===== config.mk =====
export PLATFORM = sky130hd
export DESIGN_NAME = sweep_tracker
export DESIGN_NICKNAME = d
export VERILOG_FILES = /design/src/rtl/tracker_pkg.sv /design/src/rtl/settle_timer.sv /design/src/rtl/sweep_tracker.sv
export SDC_FILE = /design/constraint.sdc
export NUM_CORES = 1
export LEC_CHECK = 0
export ABC_AREA = 1
export CAP_MARGIN = 20
export CORE_ASPECT_RATIO = 1.4
export CORE_MARGIN = 2
export CORE_UTILIZATION = 65
export CTS_CLUSTER_DIAMETER = 30
export DETAILED_ROUTE_END_ITERATION = 8
export DONT_BUFFER_PORTS = 1
export HOLD_SLACK_MARGIN = 0.12
export PLACE_DENSITY = 0.89
export REMOVE_ABC_BUFFERS = 1
export SLEW_MARGIN = 20
export SYNTH_ARGS = -nofsm -noshare
export SYNTH_HDL_FRONTEND = slang
export SYNTH_SLANG_ARGS = --single-unit

===== constraint.sdc =====
create_clock -name clk -period 6.4 [get_ports clk]
set_input_delay 0.64 -clock clk [delete_from_list [all_inputs] [get_ports clk]]
set_output_delay 0.64 -clock clk [all_outputs]
set_load 0.01 [all_outputs]

===== src/rtl/tracker_pkg.sv =====
// Shared types and helpers for the two-axis sweep tracker.
package tracker_pkg;

    typedef enum logic [1:0] {
        IDLE       = 2'd0,
        SWEEP_BASE = 2'd1,
        SWEEP_ARM  = 2'd2,
        DONE       = 2'd3
    } state_e;

    // Number of positions k*step visited per axis while k*step <= angle_max.
    function automatic int unsigned num_positions(input int unsigned angle_max,
                                                  input int unsigned step);
        return angle_max / step + 1;
    endfunction

endpackage


===== src/rtl/settle_timer.sv =====
// Loadable settle down-counter; strobes sample_c on the last cycle of each position.
module settle_timer #(
    parameter int unsigned W = 32
) (
    input  logic         clk,
    input  logic         rst_n,
    input  logic         load,
    input  logic         en,
    input  logic [W-1:0] load_val,
    output logic         sample_c
);

    logic [W-1:0] cnt_q, cnt_d;
    logic [W-1:0] period_q, period_d;

    // The period is captured on load so the count restarts identically for every position.
    always_comb begin
        cnt_d    = cnt_q;
        period_d = period_q;
        if (load) begin
            period_d = load_val;
            cnt_d    = load_val - W'(1);
        end else if (en) begin
            cnt_d = (cnt_q == '0) ? (period_q - W'(1)) : (cnt_q - W'(1));
        end
    end

    always_ff @(posedge clk or negedge rst_n) begin
        if (!rst_n) begin
            cnt_q    <= '0;
            period_q <= '0;
        end else begin
            cnt_q    <= cnt_d;
            period_q <= period_d;
        end
    end

    assign sample_c = en && !load && (cnt_q == '0);

endmodule


===== src/rtl/sweep_tracker.sv =====
// Two-axis sun-finding sweep: scan base, park at the brightest angle, scan arm, park at the peak.
module sweep_tracker
    import tracker_pkg::*;
#(
    parameter int unsigned ANGLE_W   = 8,
    parameter int unsigned ANGLE_MAX = 180,
    parameter int unsigned STEP      = 1,
    parameter int unsigned LDR_W     = 10,
    parameter int unsigned SETTLE_W  = 32
) (
    input  logic                clk,
    input  logic                rst_n,
    input  logic                start,
    input  logic                abort,
    input  logic [SETTLE_W-1:0] settle,
    input  logic [LDR_W-1:0]    ldr,
    output logic [ANGLE_W-1:0]  base,
    output logic [ANGLE_W-1:0]  arm,
    output logic                busy,
    output logic                status,
    output logic                done,
    output logic [LDR_W-1:0]    peak
);

    localparam int unsigned NEXT_W = ANGLE_W + 1;

    state_e               state_q, state_d;
    logic [ANGLE_W-1:0]   base_q, base_d;
    logic [ANGLE_W-1:0]   arm_q, arm_d;
    logic [LDR_W-1:0]     best_val_q, best_val_d;
    logic [ANGLE_W-1:0]   best_ang_q, best_ang_d;
    logic [LDR_W-1:0]     peak_q, peak_d;
    logic                 busy_q, busy_d;
    logic                 status_q, status_d;
    logic                 done_q, done_d;

    logic                 tmr_load_c;
    logic                 tmr_en_c;
    logic                 sample_c;
    logic [SETTLE_W-1:0]  settle_eff_c;
    logic [ANGLE_W-1:0]   cur_ang_c;
    logic [NEXT_W-1:0]    next_ang_c;
    logic                 last_c;
    logic                 better_c;
    logic [LDR_W-1:0]     samp_val_c;
    logic [ANGLE_W-1:0]   samp_ang_c;

    assign settle_eff_c = (settle == '0) ? SETTLE_W'(1) : settle;
    assign tmr_en_c     = (state_q == SWEEP_BASE) || (state_q == SWEEP_ARM);

    settle_timer #(
        .W (SETTLE_W)
    ) u_settle_timer (
        .clk      (clk),
        .rst_n    (rst_n),
        .load     (tmr_load_c),
        .en       (tmr_en_c),
        .load_val (settle_eff_c),
        .sample_c (sample_c)
    );

    // Stepping and best tracking are shared; the active axis selects which angle moves.
    assign cur_ang_c  = (state_q == SWEEP_ARM) ? arm_q : base_q;
    assign next_ang_c = NEXT_W'(cur_ang_c) + NEXT_W'(STEP);
    assign last_c     = next_ang_c > NEXT_W'(ANGLE_MAX);
    assign better_c   = ldr > best_val_q;
    assign samp_val_c = better_c ? ldr : best_val_q;
    assign samp_ang_c = better_c ? cur_ang_c : best_ang_q;

    always_comb begin
        state_d    = state_q;
        base_d     = base_q;
        arm_d      = arm_q;
        best_val_d = best_val_q;
        best_ang_d = best_ang_q;
        peak_d     = peak_q;
        busy_d     = busy_q;
        status_d   = status_q;
        done_d     = 1'b0;
        tmr_load_c = 1'b0;

        case (state_q)
            IDLE: begin
                if (start && !abort) begin
                    state_d    = SWEEP_BASE;
                    base_d     = '0;
                    arm_d      = '0;
                    best_val_d = '0;
                    best_ang_d = '0;
                    status_d   = 1'b0;
                    busy_d     = 1'b1;
                    tmr_load_c = 1'b1;
                end
            end
            SWEEP_BASE: begin
                if (abort) begin
                    state_d = IDLE;
                    busy_d  = 1'b0;
                end else if (sample_c) begin
                    best_val_d = samp_val_c;
                    best_ang_d = samp_ang_c;
                    if (last_c) begin
                        state_d    = SWEEP_ARM;
                        base_d     = samp_ang_c;
                        arm_d      = '0;
                        best_val_d = '0;
                        best_ang_d = '0;
                    end else begin
                        base_d = ANGLE_W'(next_ang_c);
                    end
                end
            end
            SWEEP_ARM: begin
                if (abort) begin
                    state_d = IDLE;
                    busy_d  = 1'b0;
                end else if (sample_c) begin
                    best_val_d = samp_val_c;
                    best_ang_d = samp_ang_c;
                    if (last_c) begin
                        state_d  = DONE;
                        arm_d    = samp_ang_c;
                        peak_d   = samp_val_c;
                        status_d = 1'b1;
                        done_d   = 1'b1;
                        busy_d   = 1'b0;
                    end else begin
                        arm_d = ANGLE_W'(next_ang_c);
                    end
                end
            end
            DONE: begin
                state_d = IDLE;
            end
            default: begin
                state_d = IDLE;
            end
        endcase
    end

    always_ff @(posedge clk or negedge rst_n) begin
        if (!rst_n) begin
            state_q    <= IDLE;
            base_q     <= '0;
            arm_q      <= '0;
            best_val_q <= '0;
            best_ang_q <= '0;
            peak_q     <= '0;
            busy_q     <= 1'b0;
            status_q   <= 1'b0;
            done_q     <= 1'b0;
        end else begin
            state_q    <= state_d;
            base_q     <= base_d;
            arm_q      <= arm_d;
            best_val_q <= best_val_d;
            best_ang_q <= best_ang_d;
            peak_q     <= peak_d;
            busy_q     <= busy_d;
            status_q   <= status_d;
            done_q     <= done_d;
        end
    end

    assign base   = base_q;
    assign arm    = arm_q;
    assign busy   = busy_q;
    assign status = status_q;
    assign done   = done_q;
    assign peak   = peak_q;

endmodule

# Yosys cells after proc, flatten, opt, wreduce, memory -nomap -nowiden
# Cells that the tools add are included.
# totals
wordCells	107
out_inout_bits	29
input_bits	46
reg_bits	113
# classes
n_bitwise	1
add_sub_neg	4
eq_ne	15
mux	54
reduce_logical	20
order_cmp	2
# op_table
op	count
32-bit two-way mux	4
8-bit two-way mux	14
32-bit by 1-bit subtractor with 32-bit output, second input constant	3
10-bit two-way mux	7
32-bit logical NOT	2
8-bit one-hot mux with 3 select lines	2
10-bit one-hot mux with 3 select lines	1
2-bit != test, second input constant	8
8-bit one-hot mux with 2 select lines	1
1-bit two-way mux	15
5-bit AND reduction	3
2-bit two-way mux	7
3-bit != test, second input constant	4
10-bit greater-than comparator	1
8-bit by 1-bit adder with 9-bit output, second input constant	1
9-bit by 8-bit greater-than comparator with 1-bit output, second input constant	1
2-bit one-hot mux with 4 select lines	1
4-bit AND reduction	2
7-bit AND reduction	1
6-bit AND reduction	1
2-bit nonzero test	3
2-bit equality test, second input constant	2
1-bit logical AND	3
1-bit one-hot mux with 3 select lines	1
other kinds (7)	8

# Longest topological paths before layout
# Gate-level depths: netlist (run 1).
# logic_depth
ltp_word	10
depth_mapped	20

# By module
# A second synthesis (run 1) with hierarchy kept.
# hier_totals
cells_unflattened	1101
area_unflattened_um2	7348.3
# by_module_without_submodules
mod	instances	cells_per_inst	area_per_inst_um2	seq_area_each_um2
settle_timer	1	679	4201.5	1601.5
sweep_tracker	1	422	3146.8	1226.2

# Least setup slack after synthesis (run 1)
# Ideal clock, no wire load.
# synth_timing
kind	input -> register
start	in start
end	reg u_settle_timer.cnt_q[26]
t_arrival_ns	2.491
cell_stages	16
path_buffers	2
setup_time_ns	0.117
slack_ns	3.792
t_required_ns	6.283
path_cell_list	inv_1 > nor3_4 > inv_2 > buf_6 > buf_6 > o21ai_0 > nand2_1 > inv_2 > ha_1 > nand3_1 > nor2_2 > nand4_4 > nor2_2 > nand3_1 > nand3_1 > nand2_1
# synth_between
elab_chain_len	4
# synth_rtl
element	line	text
start: declaration	sweep_tracker.sv:13	input logic start,
1-bit logical AND (*)	sweep_tracker.sv:84	if (start && !abort) begin
1-bit two-way mux (*)	sweep_tracker.sv:84	
1-bit two-way mux (*)	sweep_tracker.sv:82	case (state_q)
32-bit two-way mux or 2-bit nonzero test (tied branches)	-	
end signal: assignment	settle_timer.sv:33	cnt_q <= cnt_d;
end: declaration	settle_timer.sv:13	logic [W-1:0] cnt_q, cnt_d;
# Every way passes the cells marked *; elsewhere a longest branch is shown, timed or not.
# A chain may end at the register's enable or synchronous reset.

# Final worst setup path (run 1)
# layout_timing
start	reg state_q[0]
end	reg u_settle_timer.cnt_q[31]
# layout_between
elab_chain_len	3
# layout_rtl
element	line	text
start: declaration	sweep_tracker.sv:27	state_e state_q, state_d;
start signal: assignment	sweep_tracker.sv:153	state_q <= state_d;
2-bit logical NOT (tied with other cells)	sweep_tracker.sv:82	
1-bit two-way mux or 1-bit logical OR (tied branches)	sweep_tracker.sv:82, sweep_tracker.sv:49	
32-bit two-way mux or 2-bit nonzero test (tied branches)	-	
# Several ways; a longest one is shown, not always the timed one.

==> results of run 1 <==
## report_power, final
group	internal (mW)	switching, mW
sequential	0.950	0.145
combinational	0.486	1.11
clock	0.701	0.341
## logic make-up (layout without fill, tap and decap cells)
kind of cell / count (synthesis) / count (layout) / share of synthesized area [%]
XOR/XNOR: 7 / 7 / 0.832
AND/OR/NAND/NOR: 583 / 583 / 33.3
AO/OA/AOI/OAI: 154 / 154 / 13.4
flip-flops: 113 / 113 / 38.4
adder cells (fa/ha/maj): 17 / 17 / 2.89
buffers and inverters: 197 / 201 / 11.2
## cell usage after synthesis, drive strengths merged, types with 2 or more instances
| cell | instances | area (um^2) |
|---|---|---|
| nand2 | 393 | 1510 |
| inv | 164 | 621 |
| nor2 | 123 | 509 |
| dfrtp | 113 | 2830 |
| o21ai | 88 | 444 |
| nand3 | 36 | 185 |
| buf | 26 | 178 |
| a21oi | 24 | 195 |
| o22ai | 20 | 188 |
| ha | 17 | 213 |
| nand4 | 16 | 115 |
| o21a | 10 | 75.1 |
| a31oi | 6 | 37.5 |
| clkbuf | 6 | 22.5 |
| nand3b | 6 | 45.0 |
| nor3 | 6 | 61.3 |
| xor2 | 4 | 35.0 |
| o21bai | 3 | 22.5 |
| xnor2 | 3 | 26.3 |
| nor4 | 2 | 27.5 |
## repair_timing
item,in CTS,in global routing
hold buffers,1,0
endpoints found under the setup margin,0,0
endpoints found under the hold margin,113,0
setup buffers,0,0
## state kept, by name, summed over array words and instances (netlist names)
signal,flops
peak,10
u_settle_timer.period_q,32
base,8
arm,8
best_val_q,10
done,1
busy,1
status,1
best_ang_q,8
state_q,2
u_settle_timer.cnt_q,32
## worst paths after layout
path | startpoint | endpoint | slack, ns | cells after the start
worst max register to register | state_q[0]$_DFFE_PN0P_ | u_settle_timer.cnt_q[31]$_DFFE_PN0P_ | 2.66 | 16
min in group clk | abort | done$_DFF_PN0_ | 0.29 | 1
worst min register to register | u_settle_timer.period_q[23]$_DFFE_PN0N_ | u_settle_timer.period_q[23]$_DFFE_PN0N_ | 0.48 | 2
worst max-delay path | state_q[0]$_DFFE_PN0P_ | u_settle_timer.cnt_q[31]$_DFFE_PN0P_ | 2.66 | 16
max in group asynchronous | rst_n | u_settle_timer.period_q[17]$_DFFE_PN0N_ | 5.79 | 1
worst min-delay path | rst_n | base[2]$_DFFE_PN0P_ | 0.17 | 1
## per-stage QoR
stage          hold slack [ns]  utilization, %  power, mW
2_1_floorplan            0.344               -       2.27
3_3_place_gp             0.347            66.0       2.58
3_5_place_dp             0.347            66.1       2.62
4_1_cts                  0.203            72.2       3.72
5_1_grt                  0.190            72.2       4.02
6_report                 0.174            72.2       3.73
## layer usage
| layer | share of wire, % | vias up | track usage, % |
|---|---|---|---|
| met4 | 4.6 | 0 | 17.8 |
| met2 | 52 | 231 | 54.1 |
| met3 | 5.6 | 68 | 6.29 |
| li1 | - | 3319 | - |
| met5 | 0 | - | 0 |
| met1 | 38 | 3113 | 34.0 |
## layout by cell type, fill, tap and decap left out, types with 4 or more instances in the layout
| cell type | count |
|---|---|
| sky130_fd_sc_hd__nand3b_1 | 6 |
| sky130_fd_sc_hd__nand2_2 | 6 |
| sky130_fd_sc_hd__a21oi_2 | 14 |
| sky130_fd_sc_hd__o21a_1 | 10 |
| sky130_fd_sc_hd__nand4_1 | 15 |
| sky130_fd_sc_hd__bufinv_16 | 5 |
| sky130_fd_sc_hd__o22ai_1 | 10 |
| sky130_fd_sc_hd__inv_1 | 155 |
| sky130_fd_sc_hd__o21ai_1 | 20 |
| sky130_fd_sc_hd__clkbuf_16 | 17 |
| sky130_fd_sc_hd__a21oi_1 | 8 |
| sky130_fd_sc_hd__nor2_2 | 13 |
| sky130_fd_sc_hd__nand2_1 | 385 |
| sky130_fd_sc_hd__nand3_1 | 35 |
| sky130_fd_sc_hd__clkinv_4 | 4 |
| sky130_fd_sc_hd__a31oi_1 | 6 |
| sky130_fd_sc_hd__nor2_1 | 108 |
| sky130_fd_sc_hd__o21ai_0 | 67 |
| sky130_fd_sc_hd__ha_1 | 17 |
| sky130_fd_sc_hd__inv_2 | 7 |
| sky130_fd_sc_hd__o22ai_2 | 10 |
| sky130_fd_sc_hd__xor2_1 | 4 |
| sky130_fd_sc_hd__dfrtp_1 | 113 |
## layout make-up
type                    instances  share of cell area (%)
multi-input cells             761                    46.2
flip-flops and latches        113                    35.1
inverters                     165                    7.76
clock buffers                  19                    5.50
clock inverters                13                    2.61
well taps                     144                    2.24
repair buffers                  4                   0.621
==> metrics.log, run 1 <==
INFO  metric maximum_vdd_ir_drop = about 0.00025 V
INFO  metric dpl.hpwl = 11900 um
INFO  metric power.density = 463 mW/mm^2
INFO  metric post_synth_inst_count = about 1.1k
INFO  metric grt_pass1_wl = about 30000 um
INFO  metric cpPeakStageDelay = 0.70 ns
INFO  metric skew = about 0.0088 ns
INFO  metric placed_cells = approximately 1.2k
INFO  metric worstPathMaxFanout = 59
INFO  metric synth_flop_cell = sky130_fd_sc_hd__dfrtp_1
INFO  metric wire_per_inst = ~15 um
INFO  metric netlist_area = roughly 0.0074 mm^2
INFO  metric grt_pass1_vias = ~6.6k
INFO  metric ctsHtreeMaxLevel = 4
INFO  metric count_of_clock_tree_sinks = 113
INFO  metric seq_area_frac_synth = between 30% and 40%
INFO  metric async_flop_share = 100%
INFO  metric arrival_time_of_the_worst_setup_path = a little over 4 ns
INFO  metric design.portCount = 75
INFO  metric timing.critical_path.mode_cell = sky130_fd_sc_hd__nand2_1
INFO  metric gr-total-overflow = 0
INFO  metric worstPathCellList = inv_1 > ha_1 > inv_1 > nor3_4 > clkinv_2 > buf_4 > a21oi_2 > nand2_1 > nor2_1 > nand2_1 > nor2_1 > nand2_1 > nand2_1 > nand2_1 > nand2_1 > nand2_1
INFO  metric cts_root_buffer = sky130_fd_sc_hd__clkbuf_16
INFO  metric cts_tree = built
INFO  metric crit_path_max_delay_family = buffers and inverters
INFO  metric slew-limit-headroom = between 30% and 40%
INFO  metric cts_made_buffers = 17
INFO  metric starting_drc_count_in_detailed_routing = around 440
INFO  metric floorplan.initialDensity = ~66%
INFO  metric area_delta_synth_final = 9.38%
INFO  metric worstSetupStartpointType = register
INFO  metric cp_slowest_cell = sky130_fd_sc_hd__clkinv_2
INFO  metric data_required_time_of_the_critical_path = 6.70 ns
INFO  metric setup_viol_count_final = 0
INFO  metric die-width = approximately 94 um
INFO  metric ys.warnings.count = 0
INFO  metric critical_path_class = reg2reg
INFO  metric final.period_utilization = around three fifths
INFO  metric synth_area_per_cell = 6.88 um^2
INFO  metric synth-seq-cells = between 100 and 150
INFO  metric synthDistinctLibCells = 44
INFO  metric clock_insertion_delay_worst_skew = around 0.42 ns
INFO  metric placement.io_buffers = 0
INFO  metric worst-slew-pin-transition = between 0.9 and 1 ns
INFO  metric setup_ws = 2.66 ns
INFO  metric synth_edf_count = 0
INFO  metric final-seq-area = 0.00283 mm^2
INFO  metric placement_rows = 46
INFO  metric layout_min_cycle_time = ~3.7 ns
INFO  metric critical_path.n_buffers_inverters = 4
INFO  metric place_congestion = approximately 0.94
INFO  metric footprint_of_the_multi_input_gates = 0.00372 mm^2
INFO  metric drtAntennaViolNets = 0
INFO  metric setup_tns = 0 ns
INFO  metric fmax = 0.268 GHz
INFO  metric power.static_leakage = ~4.2 nW
INFO  metric groute.usage.overall = between 30 and 40%
INFO  metric die_area = approximately 0.012 mm^2
INFO  metric maxCapViolCount = 0
INFO  metric die_h = 130 um
INFO  metric vias_per_cell = 5.52
INFO  metric drive_gt1_share = 9.58%
INFO  metric outcome = completed
INFO  metric total_core_area = around 0.011 mm^2
INFO  metric final-max-slew-violation-count = 0
INFO  metric drt_drc_violations_left = 0
INFO  metric hold_path.class = in2async
INFO  metric drtPass1Iterations = 6
INFO  metric post_cts_resized = 0
INFO  metric n_antenna_cell = 0
INFO  metric place_worst_setup_slack = between 2 and 3 ns
INFO  metric initial_antenna_violation_count = 0
INFO  metric drt-total-wl = approximately 18000 um
INFO  metric nNetsFinal = 1125
INFO  metric stdcell_count = 1219
INFO  metric dpl-instance-area = between 0.007 and 0.008 mm^2
INFO  metric rsz0062_at_grt = false
INFO  metric timing_hold_violations_final = 0
INFO  metric num_vias = 6731
INFO  metric layout.cell_area.non_filler = between 0.008 and 0.009 mm^2
INFO  metric clk_path_buf_depth = 2
INFO  metric worstSetupEndpointType = register
INFO  metric grt_start_max_net_pins = around 110
INFO  metric layout.filler_cells = a little under 900
INFO  metric clk_pin_slew_worst_paths = roughly 0.06 ns
Power figures use the tool's default switching activity.
==> inputs of run 2 (changes only) <==
--- a/config.mk
+++ b/config.mk
@@ -9,12 +9,12 @@
 export CAP_MARGIN = 20
 export CORE_ASPECT_RATIO = 1.4
 export CORE_MARGIN = 2
-export CORE_UTILIZATION = 65
+export CORE_UTILIZATION = 58
 export CTS_CLUSTER_DIAMETER = 30
 export DETAILED_ROUTE_END_ITERATION = 8
 export DONT_BUFFER_PORTS = 1
 export HOLD_SLACK_MARGIN = 0.12
-export PLACE_DENSITY = 0.89
+export PLACE_DENSITY = 0.84
 export REMOVE_ABC_BUFFERS = 1
 export SLEW_MARGIN = 20
 export SYNTH_ARGS = -nofsm -noshare
==> constraint.sdc (replaced) <==
create_clock -name clk -period 3.4 [get_ports clk]
set_input_delay 0.34 -clock clk [delete_from_list [all_inputs] [get_ports clk]]
set_output_delay 0.34 -clock clk [all_outputs]
set_load 0.01 [all_outputs]
==> run 2 against run 1 <==
Net effect: sequential power increased by 89%; final cell count increased by 1.2%; critical path depth unchanged; routed wire length decreased by 4.2%; final area increased by 1.1%; count of clock-buffer cells in the layout increased by 1; total power increased by 86%; core utilization decreased by 6.3 points; global-route usage decreased by 4.5 points; maximum frequency increased by 23%; combinational power increased by 86%; hold slack got worse by 0.042 ns.
==> metrics.log, run 2 (synthesis results as in run 1) <==
INFO  metric fin_hold_ws = 0.131 ns (-0.0424 ns)
INFO  metric groute.layer.met1.usage = 30.6% (-3.3 points)
INFO  metric timing_hold_violations_final = 0 (unchanged)
INFO  metric grt_pass1_wl = 28700 um (-3.5%)
INFO  metric worst-slew-pin-transition = 0.579 ns (-0.349 ns)
INFO  metric finalCoreUtilization = 65.9% (-6.3 points)
INFO  metric starting_drc_count_in_detailed_routing = 578 (+32%)
INFO  metric arrival_time_of_the_worst_setup_path = 3.33 ns (-0.70 ns)
INFO  metric grt_start_max_net_pins = 114 (unchanged)
INFO  metric die_h = 137 um (+5.7%)
INFO  metric vias_per_cell = 5.39 (-2.4%)
INFO  metric worstHoldStart = settle[18]
INFO  metric clk_pin_slew_worst_paths = 0.06 ns (about the same)
INFO  metric placement_rows = 48 (+4.3%)
INFO  metric num_vias = 6653 (-1.2%)
INFO  metric dpl.hpwl = 11900 um (about the same)
INFO  metric hold_path.class = in2reg
INFO  metric global_route.peak_usage_layer = met2
INFO  metric drt_drc_violations_left = 0 (unchanged)
INFO  metric power.density = 853 mW/mm^2 (+84%)
INFO  metric grt_util_met3 = 5.12% (-1.2 points)
INFO  metric skew = 0.00746 ns (-0.00134 ns)
INFO  metric worstSetupEndpointType = register
INFO  metric setup_viol_count_final = 0 (unchanged)
INFO  metric placement.io_buffers = 0 (unchanged)
INFO  metric drive_gt1_share = 10.1% (+0.47 points)
INFO  metric layout.filler_cells = 1052 (+22%)
INFO  metric place_congestion = 0.899 (-4.7%)
INFO  metric cts_root_buffer = sky130_fd_sc_hd__clkbuf_16
INFO  metric critical_path_class = reg2reg
INFO  metric total_core_area = 0.0124 mm^2 (+11%)
INFO  metric worstPathMaxFanout = 9 (-85%)
INFO  metric data_required_time_of_the_critical_path = 3.70 ns (-3.00 ns)
INFO  metric final_common_cell = sky130_fd_sc_hd__nand2_1
INFO  metric floorplan.initialDensity = 59.5% (-6.4 points)
INFO  metric rr_startpoint = state_q[1]$_DFFE_PN0P_
INFO  metric gr-total-overflow = 0 (unchanged)
INFO  metric ctsHtreeMaxLevel = 4 (unchanged)
INFO  metric drt-total-wl = 17000 um (-4.2%)
INFO  metric final.period_utilization = 89.1% (+31 points)
INFO  metric die-width = 99.3 um (+5.6%)
INFO  metric n_antenna_cell = 0 (unchanged)
INFO  metric final-max-slew-violation-count = 0 (unchanged)
INFO  metric layout_min_cycle_time = 3.03 ns (-0.706 ns)
INFO  metric wire_per_inst = 13.8 um (-5.4%)
INFO  metric setup_tns = 0 ns (unchanged)
INFO  metric slew-limit-headroom = 61.2% (+23 points)
INFO  metric area_delta_synth_final = 10.6%
INFO  metric drtAntennaViolNets = 0 (unchanged)
INFO  metric clk_path_buf_depth = 2 (unchanged)
INFO  metric launching_element_of_the_worst_setup_path = state_q[1]$_DFFE_PN0P_
INFO  metric cts_tree = built
INFO  metric grtUsageMet2 = 46.5% (-7.6 points)
INFO  metric maximum_vdd_ir_drop = 0.000402 V (+60%)
INFO  metric design.portCount = 75 (unchanged)
INFO  metric nNetsFinal = 1134 (+0.80%)
INFO  metric worstSetupStartpointType = register
INFO  metric place_worst_setup_slack = 0.251 ns (-2.53 ns)
INFO  metric groute.usage.overall = 26.2% (-4.5 points)
INFO  metric grt_pass1_vias = 6366 (-4.2%)
INFO  metric setup_ws = 0.370 ns (-2.29 ns)
INFO  metric rsz0062_at_grt = false
INFO  metric initial_antenna_violation_count = 0 (unchanged)
INFO  metric drtPass1Iterations = 5 (-1)
INFO  metric most-common-layout-cells = sky130_fd_sc_hd__nand2_1, sky130_fd_sc_hd__inv_1, sky130_fd_sc_hd__dfrtp_1
INFO  metric outcome = completed
INFO  metric maxCapViolCount = 0 (unchanged)
INFO  metric die_area = 0.0136 mm^2 (+12%)
INFO  metric fmax = 0.330 GHz (+23%)
INFO  metric layout_top_registers = u_settle_timer.cnt_q (32), u_settle_timer.period_q (32)
INFO  metric cts_made_buffers = 17 (unchanged)
INFO  metric power.static_leakage = 4.23 nW (+0.53%)
INFO  metric count_of_clock_tree_sinks = 113 (unchanged)
INFO  metric clock_insertion_delay_worst_skew = 0.42 ns (about the same)
-- run 2: cell count changes in the layout (fill, tap and decap cells not counted) --
cell                            before  now
sky130_fd_sc_hd__buf_12              0    2
sky130_fd_sc_hd__ha_1               17   16
sky130_fd_sc_hd__ha_2                0    1
sky130_fd_sc_hd__inv_6               1    2
sky130_fd_sc_hd__clkinvlp_4          2    4
sky130_fd_sc_hd__buf_4               3    6
sky130_fd_sc_hd__nor3_2              3    4
sky130_fd_sc_hd__bufinv_16           5    4
sky130_fd_sc_hd__clkinv_4            4    2
sky130_fd_sc_hd__dlygate4sd3_1       0    4
sky130_fd_sc_hd__clkbuf_8            1    2
sky130_fd_sc_hd__clkinv_2            3    2
sky130_fd_sc_hd__nor3_4              2    1
-- run 2: timing repair --
action | in CTS | in global routing
resized for setup | 0 | 1
endpoints found under the setup margin | 0 | 28
hold buffers | 5 | 0
setup buffers | 0 | 0
hold endpoints to repair | 116 | 0
-- run 2: worst paths after layout --
kind	to	slack, ns	depth (start not counted)
setup / recovery	u_settle_timer.cnt_q[30]$_DFFE_PN0P_	0.37	16
hold / removal	u_settle_timer.period_q[18]$_DFFE_PN0N_	0.13	2
setup reg to reg	u_settle_timer.cnt_q[30]$_DFFE_PN0P_	0.37	16
hold reg to reg	u_settle_timer.period_q[10]$_DFFE_PN0N_	0.48	2
max in group asynchronous	u_settle_timer.cnt_q[4]$_DFFE_PN0P_	2.43	2
min in group asynchronous	peak[1]$_DFFE_PN0P_	0.51	2
-- run 2: power by group --
group          total (mW)  internal (mW)  leakage (nW)  switching, mW
Sequential           2.06           1.79          1.46          0.272
Combinational        2.98          0.934          2.47           2.04
Clock                1.92           1.27         0.299          0.651
Total                6.95           3.99          4.23           2.97
-- run 2: through the flow --
| stage | total power, mW | instances | area, um^2 |
|---|---|---|---|
| after floorplan | 4.28 | 1039 | 7170 |
| after global placement | 4.87 | 1197 | 7440 |
| after detailed placement | 4.95 | 1197 | 7440 |
| after CTS | 6.95 | 1234 | 8150 |
| after global routing | 7.52 | 1234 | 8150 |
| final | 6.95 | 1234 | 8150 |
-- run 2: layer usage --
| metal | share of wire [%] | wire, um |
|---|---|---|
| met1 | 41 | 6970 |
| met2 | 51 | 8710 |
| met3 | 4.8 | 822 |
| met4 | 2.8 | 471 |
| met5 | 0 | 0 |
-- run 2: area by class of cell --
| type | count | area (um^2) | area share, % |
|---|---|---|---|
| clock buffers | 20 | 457 | 5.60 |
| inverters | 165 | 626 | 7.68 |
| multi-input cells | 761 | 3720 | 45.6 |
| repair buffers | 13 | 153 | 1.87 |
| flip-flops and latches | 113 | 2830 | 34.7 |
| clock inverters | 12 | 181 | 2.23 |
| well taps | 150 | 188 | 2.30 |
-- run 2: critical path, cell delays in order, from the launching register on --
cell	delay [ns]
sky130_fd_sc_hd__dfrtp_1	0.41
sky130_fd_sc_hd__inv_1	0.12
sky130_fd_sc_hd__ha_1	0.18
sky130_fd_sc_hd__inv_1	0.08
sky130_fd_sc_hd__nor3_4	0.29
sky130_fd_sc_hd__clkinv_2	0.26
sky130_fd_sc_hd__o21ai_0	0.14
sky130_fd_sc_hd__nand2_1	0.13
sky130_fd_sc_hd__inv_2	0.08
sky130_fd_sc_hd__ha_1	0.15
sky130_fd_sc_hd__nand3_1	0.12
sky130_fd_sc_hd__nor2_2	0.24
sky130_fd_sc_hd__nand4_4	0.20
sky130_fd_sc_hd__nor2_2	0.25
sky130_fd_sc_hd__nand3_1	0.11
sky130_fd_sc_hd__nand3_1	0.09
sky130_fd_sc_hd__nand2_1	0.05
